File: src/rtl/display_pkg.sv
// display_pkg: shared types and constants for the seven-segment display driver.
// Latency: n/a (declarations only).
// Backpressure: n/a.
// Contents: FSM state enum, active-low segment patterns {g,f,e,d,c,b,a},
//           and pow10() for building the overflow threshold at elaboration.
package display_pkg;

  typedef enum logic [1:0] {
    ST_IDLE   = 2'd0,
    ST_SHIFT  = 2'd1,
    ST_COMMIT = 2'd2
  } state_e;

  // Active-low patterns, bit order {g,f,e,d,c,b,a}.
  localparam logic [6:0] SEG_DIGIT [0:9] = '{
    7'b1000000,  // 0
    7'b1111001,  // 1
    7'b0100100,  // 2
    7'b0110000,  // 3
    7'b0011001,  // 4
    7'b0010010,  // 5
    7'b0000010,  // 6
    7'b1111000,  // 7
    7'b0000000,  // 8
    7'b0010000   // 9
  };
  localparam logic [6:0] SEG_BLANK = 7'b1111111;
  localparam logic [6:0] SEG_DASH  = 7'b0111111;

  // 10^n in 64 bits; n <= 8 in practice, so no overflow concern.
  function automatic logic [63:0] pow10(input int unsigned n);
    logic [63:0] r;
    r = 64'd1;
    for (int unsigned i = 0; i < n; i++) begin
      r = r * 64'd10;
    end
    return r;
  endfunction

endpackage

File: src/rtl/bin2bcd_seq.sv
// bin2bcd_seq: sequential binary-to-BCD converter (shift-add-3), one bit per cycle.
// Latency: start accepted at edge N -> busy for DATA_W+1 cycles, done (COMMIT) in the last one.
// Backpressure: start is only honoured in IDLE; starts while busy are dropped, not queued.
// Ports: clk, reset (sync, active-high), start, bin[DATA_W], busy, done (1-cycle, COMMIT),
//        bcd[4*DIGITS] (low DIGITS BCD digits; valid while done=1).
module bin2bcd_seq
  import display_pkg::*;
#(
  parameter int DATA_W = 32,
  parameter int DIGITS = 4
) (
  input  logic                  clk,
  input  logic                  reset,
  input  logic                  start,
  input  logic [DATA_W-1:0]     bin,
  output logic                  busy,
  output logic                  done,
  output logic [4*DIGITS-1:0]   bcd
);

  localparam int BCD_W = 4 * DIGITS;
  localparam int CNT_W = $clog2(DATA_W);

  state_e               state_q, state_d;
  logic [DATA_W-1:0]    bin_q, bin_d;
  logic [BCD_W-1:0]     bcd_q, bcd_d, bcd_adj;
  logic [CNT_W-1:0]     cnt_q, cnt_d;
  logic [BCD_W+DATA_W-1:0] shifted;
  logic                 last_shift;

  assign last_shift = (cnt_q == CNT_W'(DATA_W - 1));

  // State register
  always_ff @(posedge clk) begin
    if (reset) begin
      state_q <= ST_IDLE;
    end else begin
      state_q <= state_d;
    end
  end

  // Next-state logic
  always_comb begin
    state_d = state_q;
    case (state_q)
      ST_IDLE:   if (start)      state_d = ST_SHIFT;
      ST_SHIFT:  if (last_shift) state_d = ST_COMMIT;
      ST_COMMIT:                 state_d = ST_IDLE;
      default:                   state_d = ST_IDLE;
    endcase
  end

  // Outputs
  always_comb begin
    busy = (state_q != ST_IDLE);
    done = (state_q == ST_COMMIT);
  end

  // Datapath. Only the low DIGITS nibbles are kept: carries in double dabble
  // only move upward, so truncating the top never corrupts the kept digits.
  always_comb begin
    bcd_adj = bcd_q;
    for (int i = 0; i < DIGITS; i++) begin
      if (bcd_q[4*i +: 4] >= 4'd5) begin
        bcd_adj[4*i +: 4] = bcd_q[4*i +: 4] + 4'd3;
      end
    end
    shifted = {bcd_adj, bin_q} << 1;

    bin_d = bin_q;
    bcd_d = bcd_q;
    cnt_d = cnt_q;
    if (state_q == ST_IDLE && start) begin
      bin_d = bin;
      bcd_d = '0;
      cnt_d = '0;
    end else if (state_q == ST_SHIFT) begin
      bcd_d = shifted[BCD_W+DATA_W-1:DATA_W];
      bin_d = shifted[DATA_W-1:0];
      cnt_d = cnt_q + CNT_W'(1);
    end
  end

  always_ff @(posedge clk) begin
    if (reset) begin
      bin_q <= '0;
      bcd_q <= '0;
      cnt_q <= '0;
    end else begin
      bin_q <= bin_d;
      bcd_q <= bcd_d;
      cnt_q <= cnt_d;
    end
  end

  assign bcd = bcd_q;

endmodule

File: src/rtl/display_mux.sv
// display_mux: captures a binary word, converts it to BCD and scans it onto a
//   multiplexed active-low seven-segment display (dashes + overflow when >= 10^DIGITS).
// Latency: load accepted at edge N -> busy DATA_W+1 cycles, new digits shown as busy drops.
// Backpressure: load is accepted only while busy=0; loads during a conversion are dropped.
// Ports: clk, reset (sync, active-high), data_in[DATA_W], load, busy, overflow,
//        segments[7] {g,f,e,d,c,b,a} active-low, anodes[DIGITS] one-hot active-low (bit0 = LSD).
// Build option: define DISPLAY_LZB_EN for leading-zero blanking (digit 0 never blanked).
module display_mux
  import display_pkg::*;
#(
  parameter int DIGITS   = 4,
  parameter int DATA_W   = 32,
  parameter int SCAN_DIV = 50000
) (
  input  logic                clk,
  input  logic                reset,
  input  logic [DATA_W-1:0]   data_in,
  input  logic                load,
  output logic                busy,
  output logic                overflow,
  output logic [6:0]          segments,
  output logic [DIGITS-1:0]   anodes
);

  localparam int SCAN_W = $clog2(SCAN_DIV);
  localparam int IDX_W  = (DIGITS > 1) ? $clog2(DIGITS) : 1;
  localparam logic [63:0] OVF_LIMIT = pow10(DIGITS);

  logic                  conv_busy, conv_done, start;
  logic [4*DIGITS-1:0]   conv_bcd;

  logic                  ovf_pend_q, ovf_pend_d;
  logic                  overflow_q, overflow_d;
  logic [4*DIGITS-1:0]   disp_q, disp_d;
  logic [SCAN_W-1:0]     scan_q, scan_d;
  logic [IDX_W-1:0]      idx_q, idx_d;
  logic                  scan_wrap;
  logic [3:0]            cur_nib;
  logic [6:0]            seg_dec;
  logic                  lead_zero;

  assign start = load & ~conv_busy;

  bin2bcd_seq #(
    .DATA_W (DATA_W),
    .DIGITS (DIGITS)
  ) u_conv (
    .clk   (clk),
    .reset (reset),
    .start (start),
    .bin   (data_in),
    .busy  (conv_busy),
    .done  (conv_done),
    .bcd   (conv_bcd)
  );

  // Overflow is decided on the raw input, since the converter keeps only DIGITS nibbles.
  always_comb begin
    ovf_pend_d = ovf_pend_q;
    overflow_d = overflow_q;
    disp_d     = disp_q;
    if (start) begin
      ovf_pend_d = (64'(data_in) >= OVF_LIMIT);
    end
    if (conv_done) begin
      disp_d     = conv_bcd;
      overflow_d = ovf_pend_q;
    end
  end

  // Free-running scan: each digit lit for SCAN_DIV cycles.
  assign scan_wrap = (scan_q == SCAN_W'(SCAN_DIV - 1));

  always_comb begin
    scan_d = scan_wrap ? '0 : scan_q + SCAN_W'(1);
    idx_d  = idx_q;
    if (scan_wrap) begin
      idx_d = (idx_q == IDX_W'(DIGITS - 1)) ? '0 : idx_q + IDX_W'(1);
    end
  end

  always_ff @(posedge clk) begin
    if (reset) begin
      ovf_pend_q <= 1'b0;
      overflow_q <= 1'b0;
      disp_q     <= '0;
      scan_q     <= '0;
      idx_q      <= '0;
    end else begin
      ovf_pend_q <= ovf_pend_d;
      overflow_q <= overflow_d;
      disp_q     <= disp_d;
      scan_q     <= scan_d;
      idx_q      <= idx_d;
    end
  end

  // Select and decode the nibble of the currently lit digit.
  always_comb begin
    cur_nib = 4'd0;
    for (int i = 0; i < DIGITS; i++) begin
      if (IDX_W'(i) == idx_q) begin
        cur_nib = disp_q[4*i +: 4];
      end
    end
    seg_dec = (cur_nib < 4'd10) ? SEG_DIGIT[cur_nib] : SEG_BLANK;
  end

`ifdef DISPLAY_LZB_EN
  // Blank when this digit and every higher digit are zero; digit 0 always shows.
  always_comb begin
    lead_zero = (idx_q != '0);
    for (int i = 0; i < DIGITS; i++) begin
      if (IDX_W'(i) >= idx_q && disp_q[4*i +: 4] != 4'd0) begin
        lead_zero = 1'b0;
      end
    end
  end
`else
  assign lead_zero = 1'b0;
`endif

  assign segments = overflow_q ? SEG_DASH : (lead_zero ? SEG_BLANK : seg_dec);
  assign anodes   = ~(DIGITS'(1) << idx_q);
  assign busy     = conv_busy;
  assign overflow = overflow_q;

endmodule

File: config.mk
export PLATFORM = sky130hd
export DESIGN_NAME = display_mux
export DESIGN_NICKNAME = d
export VERILOG_FILES = /design/src/rtl/display_pkg.sv /design/src/rtl/bin2bcd_seq.sv /design/src/rtl/display_mux.sv
export SDC_FILE = /design/constraint.sdc
export NUM_CORES = 1
export LEC_CHECK = 0
export CORE_MARGIN = 4
export CORE_UTILIZATION = 45
export CTS_CLUSTER_DIAMETER = 60
export CTS_CLUSTER_SIZE = 12
export DETAILED_ROUTE_END_ITERATION = 10
export PLACE_DENSITY = 0.66
export SETUP_SLACK_MARGIN = 0.1
export SLEW_MARGIN = 10
export SYNTH_ARGS = -nofsm -noshare
export SYNTH_HDL_FRONTEND = slang
export SYNTH_SLANG_ARGS = --single-unit
export TNS_END_PERCENT = 100
File: constraint.sdc
create_clock -name clk -period 2.5 [get_ports clk]
set_input_delay 0.5 -clock clk [delete_from_list [all_inputs] [get_ports clk]]
set_output_delay 0.5 -clock clk [all_outputs]
set_load 0.03 [all_outputs]
==> results.py <==
metrics = {
    "yosys": {
        "synth_fa_ha_area_share_pct": 4.96,
        "syn_area_um2": 4290,
        "synthDistinctLibCells": 49,
        "ys_async_sr_fraction_pct": 0,
        "syn_inst": 529,
        "yosys.area_share.simple_pct": 22.3,
        "synth_xor_area_share_pct": 4.90,
        "ys.flop_type": "dfxtp_1",
        "syn_area_per_cell_um2": 8.11,
        "ys_seq_area_share_pct": 42.5,
        "ys_seq_elements": 91,
        "synth_edf_count": 0,
        "synth_compound_area_share_pct": 19.6,
        "synth_nets": 581,
        "ys_warn_count": 0,
        "synth.mux.area_fraction_pct": 0.467,
        "synth_top_family_by_area": "simple AND/OR/NAND/NOR gates",
    },
    "finish": {
        "nNetsFinal": 637,
        "final_common_cell": "nand2_1",
        "multi_input_area_um2": 2390,
        "finalCoreUtilization_pct": 58.7,
        "final_cells": 719,
        "antennaDiodeCount": 0,
        "area_growth_pct": 26.5,
        "nFillCells": 848,
        "drive_above_1_share_pct": 15.4,
        "design_area_um2": 5430,
        "final_cell_mix": "96 x nand2_1, 89 x dfxtp_1, 72 x a21oi_1",
        "regArea_um2": 1830,
    },
    "status": {
        "violations": "setup timing",
        "status": "finished with violations",
    },
    "critical_path": {
        "timing.rr.start": "scan_q[0]$_SDFF_PP0_",
        "crit_type": "flop to output port",
        "crit_path_max_fanout": 6,
        "r2r_slack_ns": 0.66,
        "crit_path_end_kind": "output port",
        "timing.critical_path.from_type": "flop",
        "required_ns": 2.00,
        "arrival_ns": 2.24,
        "cp-startpoint": "idx_q[1]$_SDFFE_PP0P_",
        "r2r_end": "scan_q[4]$_SDFF_PP0_",
        "critPathCapture": "segments[6]",
        "r2r_cells": 5,
    },
    "drt": {
        "first_pass_iters": 4,
        "post_drt_via_cell_ratio": 5.21,
        "wl_per_cell_um": 13.6,
        "drt-total-wl_mm": 9.74,
        "drc": 0,
        "route.vias.total": 3747,
        "postRouteAntennaNets": 0,
        "first_iter_violations": 175,
    },
    "floorplan": {
        "core_area_um2": 9240,
        "dieArea_um2": 11200,
        "initial_core_util_pct": 46.4,
        "die_x_um": 106,
        "die_h_um": 106,
        "fp-row-count": 35,
        "num_io_pins": 48,
    },
    "sta": {
        "fmax_mhz": 365,
        "fin_crit_sh_pct": 109,
        "rsz0062_at_grt": "yes",
        "slew_violations": 0,
        "whs_ns": 0.459,
        "finalWorstSetupSlack_ns": -0.237,
        "fin_crit_ns": 2.74,
        "worst_pin_slew_ns": 0.698,
        "finClkSkew_ns": 0.0154,
        "max-slew-margin-rel_pct": 53.4,
        "setup_violations": 7,
        "hold_violations": 0,
    },
    "worst_hold_path": {
        "min_path_type": "flop to flop",
        "worstHoldPathCells": 2,
    },
    "placed_design": {
        "gpl.final_weighted_congestion": 0.841,
        "place_inst": 698,
        "placedInstanceArea_um2": 4980,
        "dp_hpwl_mm": 6.71,
        "dp_worst_setup_slack_ns": -0.447,
        "port_buffers": 47,
    },
    "pwr": {
        "power.share.switching_pct": 23.4,
        "p_clk_share_pct": 39.0,
        "power.density_nw_per_um2": 536,
        "ir_drop_v": 0.000448,
        "power_switching_w": 0.000682,
        "seqPwrFrac_pct": 52.2,
        "leakagePower_nw": 1.95,
        "power_frac_comb_pct": 8.8,
        "power.internal_w": 0.00223,
    },
    "global_route": {
        "grt_pass1_vias": 3599,
        "grt_max_degree": 50,
        "grt_pass1_wl_mm": 16.6,
        "grt-ovfl-total": 0,
        "grt.total_usage_pct": 18.1,
        "antenna_found_initial": 0,
    },
    "run": {
        "drv_cap": 0,
    },
    "clocking": {
        "clock_latency_ns": 0.36,
        "clkTransAtPathRegs_ns": 0.09,
        "htree_num_levels": 3,
        "clock_sinks": 91,
        "clockBufferDepth": 2,
        "clockRootBuffer": "clkbuf_8",
        "numCtsBuffers": 9,
        "cts.hold.buffers_added": 0,
        "cts_tree": "yes",
    },
}
worst min-delay path by stage:
stage | start | to | slack (ns)
after global routing | u_conv.bin_q[16]$_SDFFE_PP0P_ | u_conv.bin_q[16]$_SDFFE_PP0P_ | 0.48
after CTS | u_conv.bin_q[17]$_SDFFE_PP0P_ | u_conv.bin_q[17]$_SDFFE_PP0P_ | 0.46
after floorplan | scan_q[0]$_SDFF_PP0_ | scan_q[0]$_SDFF_PP0_ | 0.43
final | u_conv.bin_q[17]$_SDFFE_PP0P_ | u_conv.bin_q[17]$_SDFFE_PP0P_ | 0.46
after detailed placement | u_conv.bin_q[17]$_SDFFE_PP0P_ | u_conv.bin_q[17]$_SDFFE_PP0P_ | 0.45
after global placement | u_conv.bin_q[31]$_SDFFE_PP0P_ | u_conv.bcd[0]$_SDFFE_PP0P_ | 0.44
power groups by stage:
stage,Combinational (W),Clock (W),Sequential [W]
floorplan,0.000154,0,0.00155
global placement,0.000250,0,0.00155
detailed placement,0.000255,0,0.00155
CTS,0.000255,0.00117,0.00152
global route,0.000284,0.00125,0.00153
finish,0.000255,0.00113,0.00152
Yosys cell counts, types with 2 or more instances:
cell	number	area share, %
nand4_1	6	0.88
o21ai_1	2	0.23
a21oi_1	73	8.5
buf_6	2	0.53
buf_1	2	0.18
nand3b_1	3	0.53
dfxtp_1	91	42
clkbuf_1	17	1.5
xnor2_1	12	2.5
nand2_2	2	0.29
nand2_1	97	8.5
and3_1	6	0.88
a22oi_1	31	5.4
buf_2	8	0.93
o21ai_0	14	1.6
nand3_1	10	1.2
inv_1	19	1.7
nor2_1	45	3.9
ha_1	17	5.0
nor3b_1	4	0.70
mux2i_1	2	0.47
and2_1	3	0.44
or3_1	2	0.29
buf_4	2	0.35
nor3_1	4	0.47
a211oi_2	3	0.88
xor2_1	12	2.5
nor4_1	6	0.88
nand2b_1	10	1.5
nor2b_1	3	0.44
a211oi_1	3	0.53
worst max-delay path: stages (launching register included):
cell     delay [ns]
dfxtp_4        0.37
buf_6          0.12
ha_4           0.18
buf_6          0.12
nor3b_4        0.15
a221o_2        0.34
nand2_2        0.09
nor2_1         0.07
buf_4          0.14
nor3_4         0.15
buf_6          0.15
per-stage QoR:
stage	total power [W]	TNS [ns]
6_report	0.00291	-1.37
5_1_grt	0.00306	-2.17
4_1_cts	0.00294	-1.45
3_5_place_dp	0.00181	-0.791
3_3_place_gp	0.00180	-0.691
2_1_floorplan	0.00170	0
timing repair:
item,in CTS,in global routing
resized for setup,46,11
pin swaps,12,6
setup buffers,5,0
setup endpoints to repair,9,7
per-layer routing:
layer,vias to the layer above,routed length (um),track usage [%]
met5,-,0,0
met4,0,191,6.29
met3,11,298,4.16
met2,58,4800,31.2
met1,1754,4450,22.0
li1,1924,-,-
kinds of logic after synthesis:
kind of cell,count (synthesis)
xor gates and xnor gates,24
DFF,91
buffers and inverters,52
muxes,2
AOI/OAI and AO/OA,135
adders and majority gates,17
and+or+nand+nor,208
area by class of cell:
cell class / count / area share, %
multi-input cells: 386 / 44.1
flip-flops and latches: 91 / 33.7
repair buffers: 77 / 13.4
well taps: 129 / 2.98
clock buffers: 11 / 2.79
clock inverters: 5 / 1.57
inverters: 20 / 1.48
registers in the layout, summed over array words and instances (netlist names):
| name | flops |
|---|---|
| u_conv.bin_q | 32 |
| disp_q | 16 |
| scan_q | 16 |
| u_conv.bcd | 16 |
| u_conv.cnt_q | 5 |
| idx_q | 2 |
| u_conv.state_q | 2 |
| overflow | 1 |
| ovf_pend_q | 1 |
Power figures use the tool's default switching activity.
